**config.mk**
```make
export PLATFORM = sky130hd
export DESIGN_NAME = rgb_fade_sequencer
export DESIGN_NICKNAME = d
export VERILOG_FILES = /design/src/rtl/rgb_pkg.sv /design/src/rtl/rgb_pwm_tick.sv /design/src/rtl/rgb_fade_sequencer.sv
export SDC_FILE = /design/constraint.sdc
export NUM_CORES = 1
export LEC_CHECK = 0
export ABC_AREA = 0
export CELL_PAD_IN_SITES_DETAIL_PLACEMENT = 1
export CELL_PAD_IN_SITES_GLOBAL_PLACEMENT = 2
export CORE_UTILIZATION = 36
export CTS_BUF_LIST = sky130_fd_sc_hd__clkbuf_8
export DETAILED_ROUTE_END_ITERATION = 10
export PLACE_DENSITY = 0.92
export SLEW_MARGIN = 5
export SYNTH_ARGS = -nofsm -noshare
export SYNTH_HDL_FRONTEND = slang
export SYNTH_SLANG_ARGS = --single-unit
```
**constraint.sdc**
```tcl
create_clock -name clk -period 4.6 [get_ports clk]
set_input_delay 0.69 -clock clk [delete_from_list [all_inputs] [get_ports clk]]
set_output_delay 0.69 -clock clk [all_outputs]
set_load 0.03 [all_outputs]
```
**src/rtl/rgb_pkg.sv**
```systemverilog
// Shared types and helpers for the RGB fade sequencer (gamma helper under RGB_GAMMA_EN).
// Latency: none; pure types, constants and combinational functions.
// Backpressure: not applicable.
package rgb_pkg;

    localparam int PWM_BITS_DEFAULT = 8;

    typedef logic [PWM_BITS_DEFAULT-1:0] duty_t;

    typedef struct packed {
        duty_t r;
        duty_t g;
        duty_t b;
    } rgb_t;

    typedef enum logic {
        IDLE = 1'b0,
        FADE = 1'b1
    } state_t;

    // One LSB toward the target; never wraps, holds when already there.
    function automatic duty_t step_toward(input duty_t duty, input duty_t target);
        duty_t res;
        res = duty;
        if (duty < target) begin
            res = duty + duty_t'(1);
        end else if (duty > target) begin
            res = duty - duty_t'(1);
        end
        return res;
    endfunction

`ifdef RGB_GAMMA_EN
    // Square-law brightness curve; a non-zero duty never collapses to fully off.
    function automatic duty_t gamma_map(input duty_t d);
        logic [2*PWM_BITS_DEFAULT-1:0] prod;
        duty_t                         g;
        prod = {{PWM_BITS_DEFAULT{1'b0}}, d} * {{PWM_BITS_DEFAULT{1'b0}}, d};
        g    = prod[2*PWM_BITS_DEFAULT-1:PWM_BITS_DEFAULT];
        if ((d != '0) && (g == '0)) begin
            g = duty_t'(1);
        end
        return g;
    endfunction
`endif

endpackage

```
**src/rtl/rgb_pwm_tick.sv**
```systemverilog
// Shared PWM timebase: prescaler producing tick, plus the period counter and period_end.
// Latency: tick/period_end are combinational from the registered counters.
// Backpressure: none; free-running after reset.
module rgb_pwm_tick #(
    parameter int CLK_DIV  = 1000,
    parameter int PWM_BITS = 8
) (
    input  logic                clk,
    input  logic                rst_n,
    output logic                tick,
    output logic                period_end,
    output logic [PWM_BITS-1:0] pwm_cnt
);

    localparam int            PW        = $clog2(CLK_DIV);
    localparam logic [PW-1:0] PRESC_MAX = PW'(CLK_DIV - 1);

    logic [PW-1:0] presc;

    assign tick       = (presc == PRESC_MAX);
    assign period_end = tick && (pwm_cnt == '1);

    // Prescaler wraps on tick; the period counter advances once per tick.
    always_ff @(posedge clk) begin
        if (!rst_n) begin
            presc   <= '0;
            pwm_cnt <= '0;
        end else if (tick) begin
            presc   <= '0;
            pwm_cnt <= pwm_cnt + PWM_BITS'(1);
        end else begin
            presc   <= presc + PW'(1);
        end
    end

endmodule

```
**src/rtl/rgb_fade_sequencer.sv**
```systemverilog
// RGB fade sequencer: accepts a colour command, ramps three duties to it, drives PWM pins (RGB_GAMMA_EN selects gamma).
// Latency: command accepted in one cycle; duties move only on period_end; fade_done one cycle after final update.
// Backpressure: cmd_ready is low for the whole fade; cmd_valid is ignored until the block is idle again.
module rgb_fade_sequencer
    import rgb_pkg::*;
#(
    parameter int CLK_DIV  = 1000,
    parameter int PWM_BITS = PWM_BITS_DEFAULT
) (
    input  logic                clk,
    input  logic                rst_n,
    input  logic                cmd_valid,
    output logic                cmd_ready,
    input  logic [PWM_BITS-1:0] cmd_r,
    input  logic [PWM_BITS-1:0] cmd_g,
    input  logic [PWM_BITS-1:0] cmd_b,
    input  logic [7:0]          cmd_step,
    output logic                busy,
    output logic                fade_done,
    output logic                red,
    output logic                green,
    output logic                blue
);

    logic                tick;
    logic                period_end;
    logic [PWM_BITS-1:0] pwm_cnt;
    logic [PWM_BITS-1:0] cnt_nxt;

    state_t     state, state_nxt;
    rgb_t       duty, duty_nxt;
    rgb_t       tgt, tgt_nxt;
    rgb_t       cmp, cmp_nxt, cmp_sel;
    logic [7:0] step_q, step_nxt;
    logic [7:0] step_cnt, step_cnt_nxt;
    logic       fade_done_nxt;
    logic       upd;

    rgb_pwm_tick #(
        .CLK_DIV  (CLK_DIV),
        .PWM_BITS (PWM_BITS)
    ) u_tick (
        .clk        (clk),
        .rst_n      (rst_n),
        .tick       (tick),
        .period_end (period_end),
        .pwm_cnt    (pwm_cnt)
    );

    assign cmd_ready = (state == IDLE);
    assign busy      = (state == FADE);
    assign cnt_nxt   = pwm_cnt + PWM_BITS'(1);

`ifdef RGB_GAMMA_EN
    assign cmp_nxt = '{r: gamma_map(duty_nxt.r), g: gamma_map(duty_nxt.g), b: gamma_map(duty_nxt.b)};
`else
    assign cmp_nxt = duty_nxt;
`endif

    // At period_end the new compare value applies to the first tick of the new period.
    assign cmp_sel = period_end ? cmp_nxt : cmp;

    // Next-state and datapath: accept in IDLE, step duties on period boundaries in FADE.
    always_comb begin
        state_nxt     = state;
        duty_nxt      = duty;
        tgt_nxt       = tgt;
        step_nxt      = step_q;
        step_cnt_nxt  = step_cnt;
        fade_done_nxt = 1'b0;
        upd           = 1'b0;
        case (state)
            IDLE: begin
                if (cmd_valid) begin
                    tgt_nxt      = '{r: cmd_r, g: cmd_g, b: cmd_b};
                    step_nxt     = cmd_step;
                    step_cnt_nxt = '0;
                    state_nxt    = FADE;
                end
            end
            FADE: begin
                if (period_end) begin
                    if (step_q == 8'd0) begin
                        duty_nxt = tgt;
                        upd      = 1'b1;
                    end else if (step_cnt == step_q - 8'd1) begin
                        step_cnt_nxt = '0;
                        duty_nxt.r   = step_toward(duty.r, tgt.r);
                        duty_nxt.g   = step_toward(duty.g, tgt.g);
                        duty_nxt.b   = step_toward(duty.b, tgt.b);
                        upd          = 1'b1;
                    end else begin
                        step_cnt_nxt = step_cnt + 8'd1;
                    end
                    if (upd && (duty_nxt == tgt)) begin
                        state_nxt     = IDLE;
                        fade_done_nxt = 1'b1;
                    end
                end
            end
            default: state_nxt = IDLE;
        endcase
    end

    // Fade state, latched command and duty/compare registers.
    always_ff @(posedge clk) begin
        if (!rst_n) begin
            state     <= IDLE;
            duty      <= '0;
            tgt       <= '0;
            cmp       <= '0;
            step_q    <= '0;
            step_cnt  <= '0;
            fade_done <= 1'b0;
        end else begin
            state     <= state_nxt;
            duty      <= duty_nxt;
            tgt       <= tgt_nxt;
            cmp       <= cmp_nxt;
            step_q    <= step_nxt;
            step_cnt  <= step_cnt_nxt;
            fade_done <= fade_done_nxt;
        end
    end

    // Registered PWM pins, re-evaluated once per tick against the upcoming count.
    always_ff @(posedge clk) begin
        if (!rst_n) begin
            red   <= 1'b0;
            green <= 1'b0;
            blue  <= 1'b0;
        end else if (tick) begin
            red   <= (cnt_nxt < cmp_sel.r);
            green <= (cnt_nxt < cmp_sel.g);
            blue  <= (cnt_nxt < cmp_sel.b);
        end
    end

endmodule

```
==> reports/results.ini <==
[clock_network]
post_cts_buffers = 0
numCtsBuffers = 9
cts.repair.resized = 0
path_clk_slew_ps = 100
clock_latency_ps = 390
cts_sinks = 87
clock-root-buffer = clkbuf_8
ctsHtreeMaxLevel = 3
clockBufferDepth = 2
cts_tree = yes
cts_hold_buf = 0

[detailed_routing]
drtPass1Iterations = 6
vias_per_cell = 5.65
ant_nets = 0
route.detailed.drc = 0
initialDrtViolationCount = 422
vias = 6220
wl_um = 19800
wl_per_cell_um = 18.0

[global_routing]
grt_pass1_vias = 6185
track_usage_pct = 22.9
antenna_found_initial = 0
global_route.usage.met2_pct = 35.7
grt_max_degree = 40
busiest_layer = met2
grtUsageMet3_pct = 2.18
grt_pass1_wl_um = 32500
grt.met1_usage_pct = 32.5
overflow = 0

[cells_and_area]
antenna_cells_inserted = 0
final_common_cell = nand2_1
area_growth_pct = 12.6
final_nets = 962
final_cell_mix = nand2_1 (115), a21oi_1 (90), dfxtp_1 (87)
fin_util_pct = 41.5
drive_above_1_share_pct = 5.25

[power]
power.density_nw_per_um2 = 238
vdd_drop_max_mv = 0.190
p_leak_nw = 2.74

[sta]
finalSetupViolCount = 0
finalMaxSlewViolations = 0
max_freq_ghz = 0.250
fin_crit_sh_pct = 87.0
max_slew_margin_pct = 48.7
tightest_slew_ps = 769
fin_crit_ps = 4000
finalHoldViolations = 0
finalSetupTns_ps = 0
clock-skew-final_ps = 9.82
rsz0062_at_grt = false

[yosys]
avgSynthCellArea_sq_um = 7.48
yosysSeqAreaShare_pct = 27.4
synthesis.nets = 940
async_reset_ff_share_pct = 0
synthCells = 849
yosysWarnings = 0
synth_edf_count = 0
netlist_area_sq_um = 6350
synth_flop_cell = dfxtp_1
ys_types = 69
synth_seq_cells = 87

[worst_setup_path]
crit_type = reg -> reg
worstPathMaxFanout = 26
arrival_ps = 4340
critPathRequiredTime_ps = 4940
end_kind = flip-flop
r2r_cells = 16
start_kind = flip-flop

[outcome]
status = completed

[floorplanning]
ios = 41
rows = 48
die_h_um = 135
start_util_pct = 36.8
core_sq_um = 17200
die_w_um = 135
die_area_sq_um = 18200

[placed_design]
routabilityCongestion = 0.869
place.port_buffers = 40
hpwl_um = 15100

[job]
maxCapViolations = 0

[hold_path]
hold_class = reg -> reg
whs_path_depth = 2

[layout make-up]
| class | count | area, sq um |
|---|---|---|
| fill | 2140 | 10100 |
| clock buffer | 10 | 138 |
| clock inverter | 6 | 37.5 |
| tap | 225 | 282 |
| inverter | 39 | 146 |
| timing repair buffer | 54 | 505 |
| multi-input combinational | 680 | 4300 |
| sequential | 87 | 1740 |
[cells in the mapped netlist (7+ instances only)]
cell	count	area share, %
a21o_1	7	0.83
a21oi_1	90	7.1
a31oi_1	8	0.79
and3_1	14	1.4
clkbuf_1	38	2.2
dfxtp_1	87	27
ha_1	56	11
inv_1	39	2.3
nand2_1	115	6.8
nand3_1	23	1.8
nand4_1	14	1.4
nor2_1	84	5.0
nor2b_1	7	0.69
nor3_1	14	1.1
o2111ai_1	7	0.97
o211ai_1	7	0.83
o21a_1	7	0.83
o21ai_0	31	2.4
o21ai_1	13	1.0
o22ai_1	21	2.1
or3_1	7	0.69
xnor2_1	31	4.3
xor2_1	32	4.4
[cell families (layout without fill, tap and decap cells)]
logic type	count (synthesis)	in the layout	synth area share (%)
buffers and inverters	82	109	4.93
muxes	6	6	0.946
adders and majority gates	56	56	11.0
AOI/OAI and AO/OA	234	234	23.2
DFF	87	87	27.4
and+or+nand+nor	321	321	23.8
xor gates and xnor gates	63	63	8.69
[power by group]
part | leakage, nW | switching [mW] | internal (mW)
Clock | 0.0953 | 0.304 | 0.210
Sequential | 0.707 | 0.0272 | 0.773
Combinational | 1.94 | 0.233 | 0.155
Total | 2.74 | 0.565 | 1.14
[sequential cells by signal, summed over array words and instances (netlist names), 8 cells and up]
register / flops
tgt: 24
u_tick.pwm_cnt: 8
u_tick.presc: 10
step_cnt: 8
step_q: 8
cmp: 24
[critical path, cell delays in order, from the launching register on]
cell       delay, ps
dfxtp_1          430
inv_1             90
ha_1             280
o21bai_1         180
a2111oi_1        460
a311oi_2         110
a211oi_4         210
buf_4            340
o2111ai_1        250
or3_1            360
a21oi_1          150
a21oi_1          100
ha_1             320
o2111ai_1        110
a21oi_1           70
o41ai_1          310
and2_1           170
[metal layers]
layer	part of all wire [%]	vias up
li1	-	3065
met1	50	3005
met2	44	123
met3	3.9	27
met4	2.2	0
met5	0	-
[worst paths after layout]
kind,end,from,slack (ps)
max,blue,step_q[0],600
min,tgt[4],tgt[4],460
max reg2reg,blue,step_q[0],600
min reg2reg,tgt[4],tgt[4],460
[stage by stage]
step	area [sq um]	std cells	hold slack, ps	total power [mW]	worst slack [ps]
after global routing	7150	1101	496	1.79	315
after detailed placement	6970	1085	451	1.20	600
after CTS	7150	1101	464	1.71	561
final	7150	1101	461	1.70	597
after floorplan	6350	849	430	1.08	1070
after global placement	6970	1085	444	1.20	689
(Power assumes the default switching activity.)
